`src/rtl/pc_sequencer.sv`:
```
// Program-counter sequencer: owns the fetch PC, drives the hardware return
// stack's push/pop strobes, tracks stack depth and generates the post-branch flush.
module pc_sequencer #(
  parameter int PC_W      = 11,
  parameter int DEPTH     = 16,
  parameter int RESET_VEC = 0
) (
  input  logic            clk,
  input  logic            reset,
  input  logic            en,
  input  logic [2:0]      op,
  input  logic [PC_W-1:0] target,
  input  logic [8:0]      bra_off,
  input  logic            skip_cond,
  input  logic [PC_W-1:0] ret_addr,
  input  logic            stk_clr,
  output logic [PC_W-1:0] pc,
  output logic            push,
  output logic            pop,
  output logic [PC_W-1:0] stack_in,
  output logic            flush,
  output logic [4:0]      stk_depth,
  output logic            stkovf,
  output logic            stkunf
);

  typedef enum logic {
    ST_RUN   = 1'b0,
    ST_FLUSH = 1'b1
  } state_t;

  typedef enum logic [2:0] {
    OP_SEQ  = 3'd0,
    OP_GOTO = 3'd1,
    OP_CALL = 3'd2,
    OP_RET  = 3'd3,
    OP_BRA  = 3'd4,
    OP_SKIP = 3'd5
  } op_t;

  localparam logic [PC_W-1:0] PC_RESET = PC_W'(RESET_VEC);
  localparam logic [PC_W-1:0] PC_ONE   = PC_W'(1);
  localparam logic [4:0]      DEPTH_MAX = 5'(DEPTH);

  state_t          r_state;
  logic [PC_W-1:0] r_pc;
  logic [4:0]      r_depth;
  logic            r_stkovf;
  logic            r_stkunf;

  state_t          w_state_next;
  logic [PC_W-1:0] w_pc_next;
  logic [4:0]      w_depth_next;
  logic            w_set_ovf;
  logic            w_set_unf;
  logic            w_push;
  logic            w_pop;
  logic [PC_W-1:0] w_pc_inc;
  logic [PC_W-1:0] w_pc_bra;

  // Offset is sign-extended to PC width, so the sum wraps modulo 2^PC_W.
  assign w_pc_inc = r_pc + PC_ONE;
  assign w_pc_bra = r_pc + {{(PC_W-9){bra_off[8]}}, bra_off};

  // NOTE: every signal written here gets a default first, so no path leaves
  // a value unassigned and no latch is inferred.
  always_comb begin
    w_state_next = r_state;
    w_pc_next    = r_pc;
    w_depth_next = r_depth;
    w_set_ovf    = 1'b0;
    w_set_unf    = 1'b0;
    w_push       = 1'b0;
    w_pop        = 1'b0;

    if (!reset && en) begin
      if (r_state == ST_FLUSH) begin
        w_pc_next    = w_pc_inc;
        w_state_next = ST_RUN;
      end else begin
        unique case (op)
          OP_GOTO: begin
            w_pc_next    = target;
            w_state_next = ST_FLUSH;
          end
          OP_CALL: begin
            // A full stack loses the return address but the jump still happens.
            if (r_depth == DEPTH_MAX) begin
              w_set_ovf = 1'b1;
            end else begin
              w_push       = 1'b1;
              w_depth_next = r_depth + 5'd1;
            end
            w_pc_next    = target;
            w_state_next = ST_FLUSH;
          end
          OP_RET: begin
            if (r_depth == 5'd0) begin
              w_set_unf = 1'b1;
              w_pc_next = PC_RESET;
            end else begin
              w_pop        = 1'b1;
              w_depth_next = r_depth - 5'd1;
              w_pc_next    = ret_addr;
            end
            w_state_next = ST_FLUSH;
          end
          OP_BRA: begin
            w_pc_next    = w_pc_bra;
            w_state_next = ST_FLUSH;
          end
          OP_SKIP: begin
            w_pc_next    = w_pc_inc;
            w_state_next = skip_cond ? ST_FLUSH : ST_RUN;
          end
          default: begin
            w_pc_next    = w_pc_inc;
            w_state_next = ST_RUN;
          end
        endcase
      end
    end
  end

  // NOTE: sequential state uses non-blocking assignments so every register
  // samples pre-edge values regardless of statement order.
  always_ff @(posedge clk) begin
    if (reset) begin
      r_state <= ST_FLUSH;
      r_pc    <= PC_RESET;
      r_depth <= 5'd0;
    end else begin
      r_state <= w_state_next;
      r_pc    <= w_pc_next;
      r_depth <= w_depth_next;
    end
  end

  // Flags are cleared by stk_clr even while the pipeline is stalled; a set wins.
  always_ff @(posedge clk) begin
    if (reset) begin
      r_stkovf <= 1'b0;
      r_stkunf <= 1'b0;
    end else begin
      if (w_set_ovf)    r_stkovf <= 1'b1;
      else if (stk_clr) r_stkovf <= 1'b0;
      if (w_set_unf)    r_stkunf <= 1'b1;
      else if (stk_clr) r_stkunf <= 1'b0;
    end
  end

  assign pc        = r_pc;
  assign push      = w_push;
  assign pop       = w_pop;
  assign stack_in  = r_pc;
  assign flush     = (r_state == ST_FLUSH);
  assign stk_depth = r_depth;
  assign stkovf    = r_stkovf;
  assign stkunf    = r_stkunf;

endmodule

```
`config.mk`:
```
export PLATFORM = sky130hd
export DESIGN_NAME = pc_sequencer
export DESIGN_NICKNAME = d
export VERILOG_FILES = /design/src/rtl/pc_sequencer.sv
export SDC_FILE = /design/constraint.sdc
export NUM_CORES = 1
export LEC_CHECK = 0
export CORE_MARGIN = 2
export CORE_UTILIZATION = 46
export CTS_CLUSTER_SIZE = 25
export DETAILED_ROUTE_END_ITERATION = 10
export PLACE_DENSITY = 0.94
export SKIP_CTS_REPAIR_TIMING = 1
export SLEW_MARGIN = 5
export SYNTH_ARGS = -nofsm -noshare
export SYNTH_HDL_FRONTEND = slang
export SYNTH_SLANG_ARGS = --single-unit
```
`constraint.sdc`:
```
create_clock -name clk -period 3.38 [get_ports clk]
set_input_delay 1.014 -clock clk [delete_from_list [all_inputs] [get_ports clk]]
set_output_delay 1.014 -clock clk [all_outputs]
set_load 0.005 [all_outputs]
```
==> results.md <==
* Pin count of the biggest net entering global routing at 21
* Remaining routing DRC violations at 0
* Minimum clock period at 3.346 ns
* Crit-path cells: clkdlybuf4s50_1, nor3b_4, and2_1, clkdlybuf4s50_1
* Clock power frac at 25.3%
* # diodes at 0
* Final hold viol count at 0
* PortBufs at 70
* DR vias/cell at 6.045
* Die X at 70.07 um
* Synth Instances at 249
* Clock buffer depth at 2
* DRT iter0 DRCs at 194
* Critical path arrival at 2.33 ns
* Row count at 24
* Final WL at 6.064 mm
* Initial antenna violation count at 0
* Starting Density at 47.10%
* Die area at 0.004910 sq mm
* Global-route usage over all layers at 23.81%
* Top achievable clock speed at 298.9 MHz
* DR WL/cell at 16.21 um
* Syn avg cell area at 8.065 sq um
* P_sw at 0.2058 mW
* Metal2 WL at 3.110 mm
* Pwr Density at 229.9 mW/mm^2
* Worst setup EP type: output pin
* Slew Limit Fails at 0
* Slew headroom at 65.10%
* CTS Root Cell: clkbuf_8
* Met1 wire length at 2.473 mm
* Stages on the worst setup path at 4
* Final worst-path cycle share at 98.98%
* Met3 WL at 410 um
* Leak at 1.104 nW
* Worst Setup SP: en
* Ys async rst share at 0%
* Synthesis warning total at 0
* Required time worst endpoint at 2.37 ns
* 1st-pass router iterations at 4
* #FFs+latches synth at 19
* Final setup vio count at 0
* Total CTS buffers at 3
* Start point of the worst hold path: stkunf
* Slowest CP cell: clkdlybuf4s50_1
* Final Skew at 0.003776 ns
* Crit start category: input port
* Grt ovf at 0
* Crit path kind: in2out
* Seq pwr share at 38.3%
* Htree depth at 1
* Layout cell share with drive strength beyond 1 at 13.66%
* Sw Share at 31.56%
* Clock sink total at 19
* R2r startpoint: pc[0]
* Worst skew pair latency at 0.26 ns
* Crit path largest cell delay at 0.50 ns
* Nets@finish at 378
* Slew @ Worst Pin at 0.5190 ns
* First-pass GRT wire length at 9.735 mm
* Area grow syn2layout at 41.25%
* Cell variety after synth at 55
* I/O pin count at 71
* Post-synth EDFFs at 0
* Crit path max fanout at 2
* Layout Cells excl Fill at 374
* Routed vias at 2261
* Pint at 0.4463 mW
* Placed cells at 368
* Highest Signal Layer: met4
* Max IR drop VDD at 0.1789 mV
* WHS Path Cells at 2
* Post-route ant nets at 0
* CTS tree: yes
* DIE HEIGHT at 70.07 um
* Filler cells at 363
* TNS Setup at 0 ns
* Max-cap viol count at 0
* Hold/Removal Path Class: reg2reg
* Worst-path clk slew at 0.08 ns
* CP top delay family: buffers and inverters
* FF-to-FF path depth at 8
* Global placement routability congestion at 0.8527
* Post-synth net total at 304
* Hpwl dp at 4.582 mm
* Outcome: finished clean
* Sequential-to-total area share from yosys stat at 18.94%
* Top FF cell, synth: dfxtp_1
* CP dominant cell by count: clkdlybuf4s50_1
* Core area at 0.004264 sq mm
* Comb pwr share at 36.5%
* Crit path buf inv count at 2
* Vias in the first global route at 2100
* Mapped Area at 0.002008 sq mm
==> final timing paths <==
| path | to | slack, ns |
|---|---|---|
| setup / recovery | pop | 0.03 |
| hold / removal | stkunf | 0.50 |
| setup reg to reg | pc[10] | 1.04 |
| hold reg to reg | stkunf | 0.50 |
==> cells by family (layout without fill, tap and decap cells) <==
| logic type | count (synthesis) | in the layout | synth area share (%) |
|---|---|---|---|
| AOI/OAI and AO/OA | 90 | 90 | 32.65 |
| and+or+nand+nor | 80 | 80 | 21.99 |
| buffers and inverters | 32 | 105 | 10.34 |
| DFF | 19 | 19 | 18.94 |
| adders and majority gates | 16 | 16 | 10.72 |
| xor gates and xnor gates | 10 | 10 | 4.362 |
| muxes | 2 | 2 | 0.9969 |
==> synth_stat cells, types with 2 or more instances <==
library cell | n | share of area [%]
mux2i_1 | 2 | 1.0
nand2_1 | 17 | 3.2
nor2_1 | 17 | 3.2
xnor2_1 | 8 | 3.5
inv_1 | 9 | 1.7
clkbuf_1 | 3 | 0.56
a32oi_1 | 2 | 0.87
o21ai_1 | 3 | 0.75
dfxtp_1 | 19 | 19
a211oi_2 | 4 | 2.5
nand4_1 | 4 | 1.2
o21ai_0 | 15 | 3.7
a21o_1 | 8 | 3.0
a21oi_1 | 16 | 4.0
o21bai_1 | 4 | 1.5
a31oi_1 | 4 | 1.2
nor3b_1 | 3 | 1.1
nor4_1 | 3 | 0.93
o31a_1 | 2 | 0.87
xor2_1 | 2 | 0.87
nand3_1 | 7 | 1.7
and3_1 | 2 | 0.62
a211oi_1 | 9 | 3.4
buf_6 | 5 | 2.8
nor3_1 | 8 | 2.0
nor2b_1 | 3 | 0.93
ha_1 | 14 | 8.7
a221oi_1 | 5 | 2.2
a21oi_2 | 4 | 1.7
fa_1 | 2 | 2.0
a221o_1 | 3 | 1.5
a222oi_1 | 3 | 1.5
buf_4 | 13 | 4.9
nand3b_1 | 3 | 1.1
or3_1 | 3 | 0.93
==> registers in the layout, indices dropped and copies added, names as in the netlist <==
register	cells
flush	1
stkunf	1
pc	11
stk_depth	5
stkovf	1
==> routing by layer <==
layer / vias up / GRT usage [%]
li1: 1092 / -
met1: 1055 / 29.22
met2: 102 / 44.13
met3: 12 / 2.597
met4: 0 / 5.769
met5: - / 0
==> cell type report <==
cell class / instances / area [sq um] / share of cell area (%)
tap: 52 / 65.06 / 2.294
sequential: 19 / 380.4 / 13.41
multi-input combinational: 198 / 1436 / 50.64
timing repair buffer: 91 / 868.3 / 30.61
clock buffer: 3 / 41.29 / 1.456
clock inverter: 1 / 7.507 / 0.2647
inverter: 10 / 37.54 / 1.323
==> power by group through the flow <==
stage          clock (mW)  sequential (mW)  combinational [mW]
6_report            0.165            0.250               0.238
5_1_grt             0.175            0.251               0.257
4_1_cts             0.167            0.249               0.235
3_5_place_dp            0            0.254               0.233
3_3_place_gp            0            0.253               0.225
2_1_floorplan           0            0.250               0.130
==> cell usage in the layout, fill, tap and decap left out, drive strengths merged, types with 2 or more instances in the layout <==
master,n
o21ai,18
dlymetal6s2s,4
a221oi,6
a221o,3
a21o,8
fa,2
clkdlybuf4s50,66
inv,9
nor3b,4
nand3b,3
xor2,2
a31oi,4
nand4,4
o21bai,4
nor4,5
buf,21
nand2,18
clkbuf,3
or2,2
o31a,2
xnor2,8
nor3,8
and3,2
nand3,7
dfxtp,19
a222oi,3
mux2i,2
nor2,18
ha,14
nor2b,3
or3,3
a21oi,20
a211oi,13
a32oi,2
==> tightest hold or removal path: cells and delay by family, from the launching register on <==
family / cells / cell delay (ns)
AO/OA/AOI/OAI: 1 / 0.06
flip-flops: 1 / 0.33
AND/OR/NAND/NOR: 1 / 0.07
==> metrics by stage <==
stage	area (sq um)	util (%)	setup slack (ns)	hold slack [ns]	power, mW
after floorplan	2008	-	0.5355	0.4483	0.3802
after global placement	2746	64.41	-0.3036	0.4456	0.4784
after detailed placement	2746	64.41	-0.3499	0.4498	0.4865
after CTS	2795	65.55	-0.3817	0.4652	0.6502
after global routing	2836	66.52	-0.02186	0.5175	0.6836
final	2836	66.52	0.03440	0.5013	0.6522
Note: power is estimated with default switching activity, not from simulation.
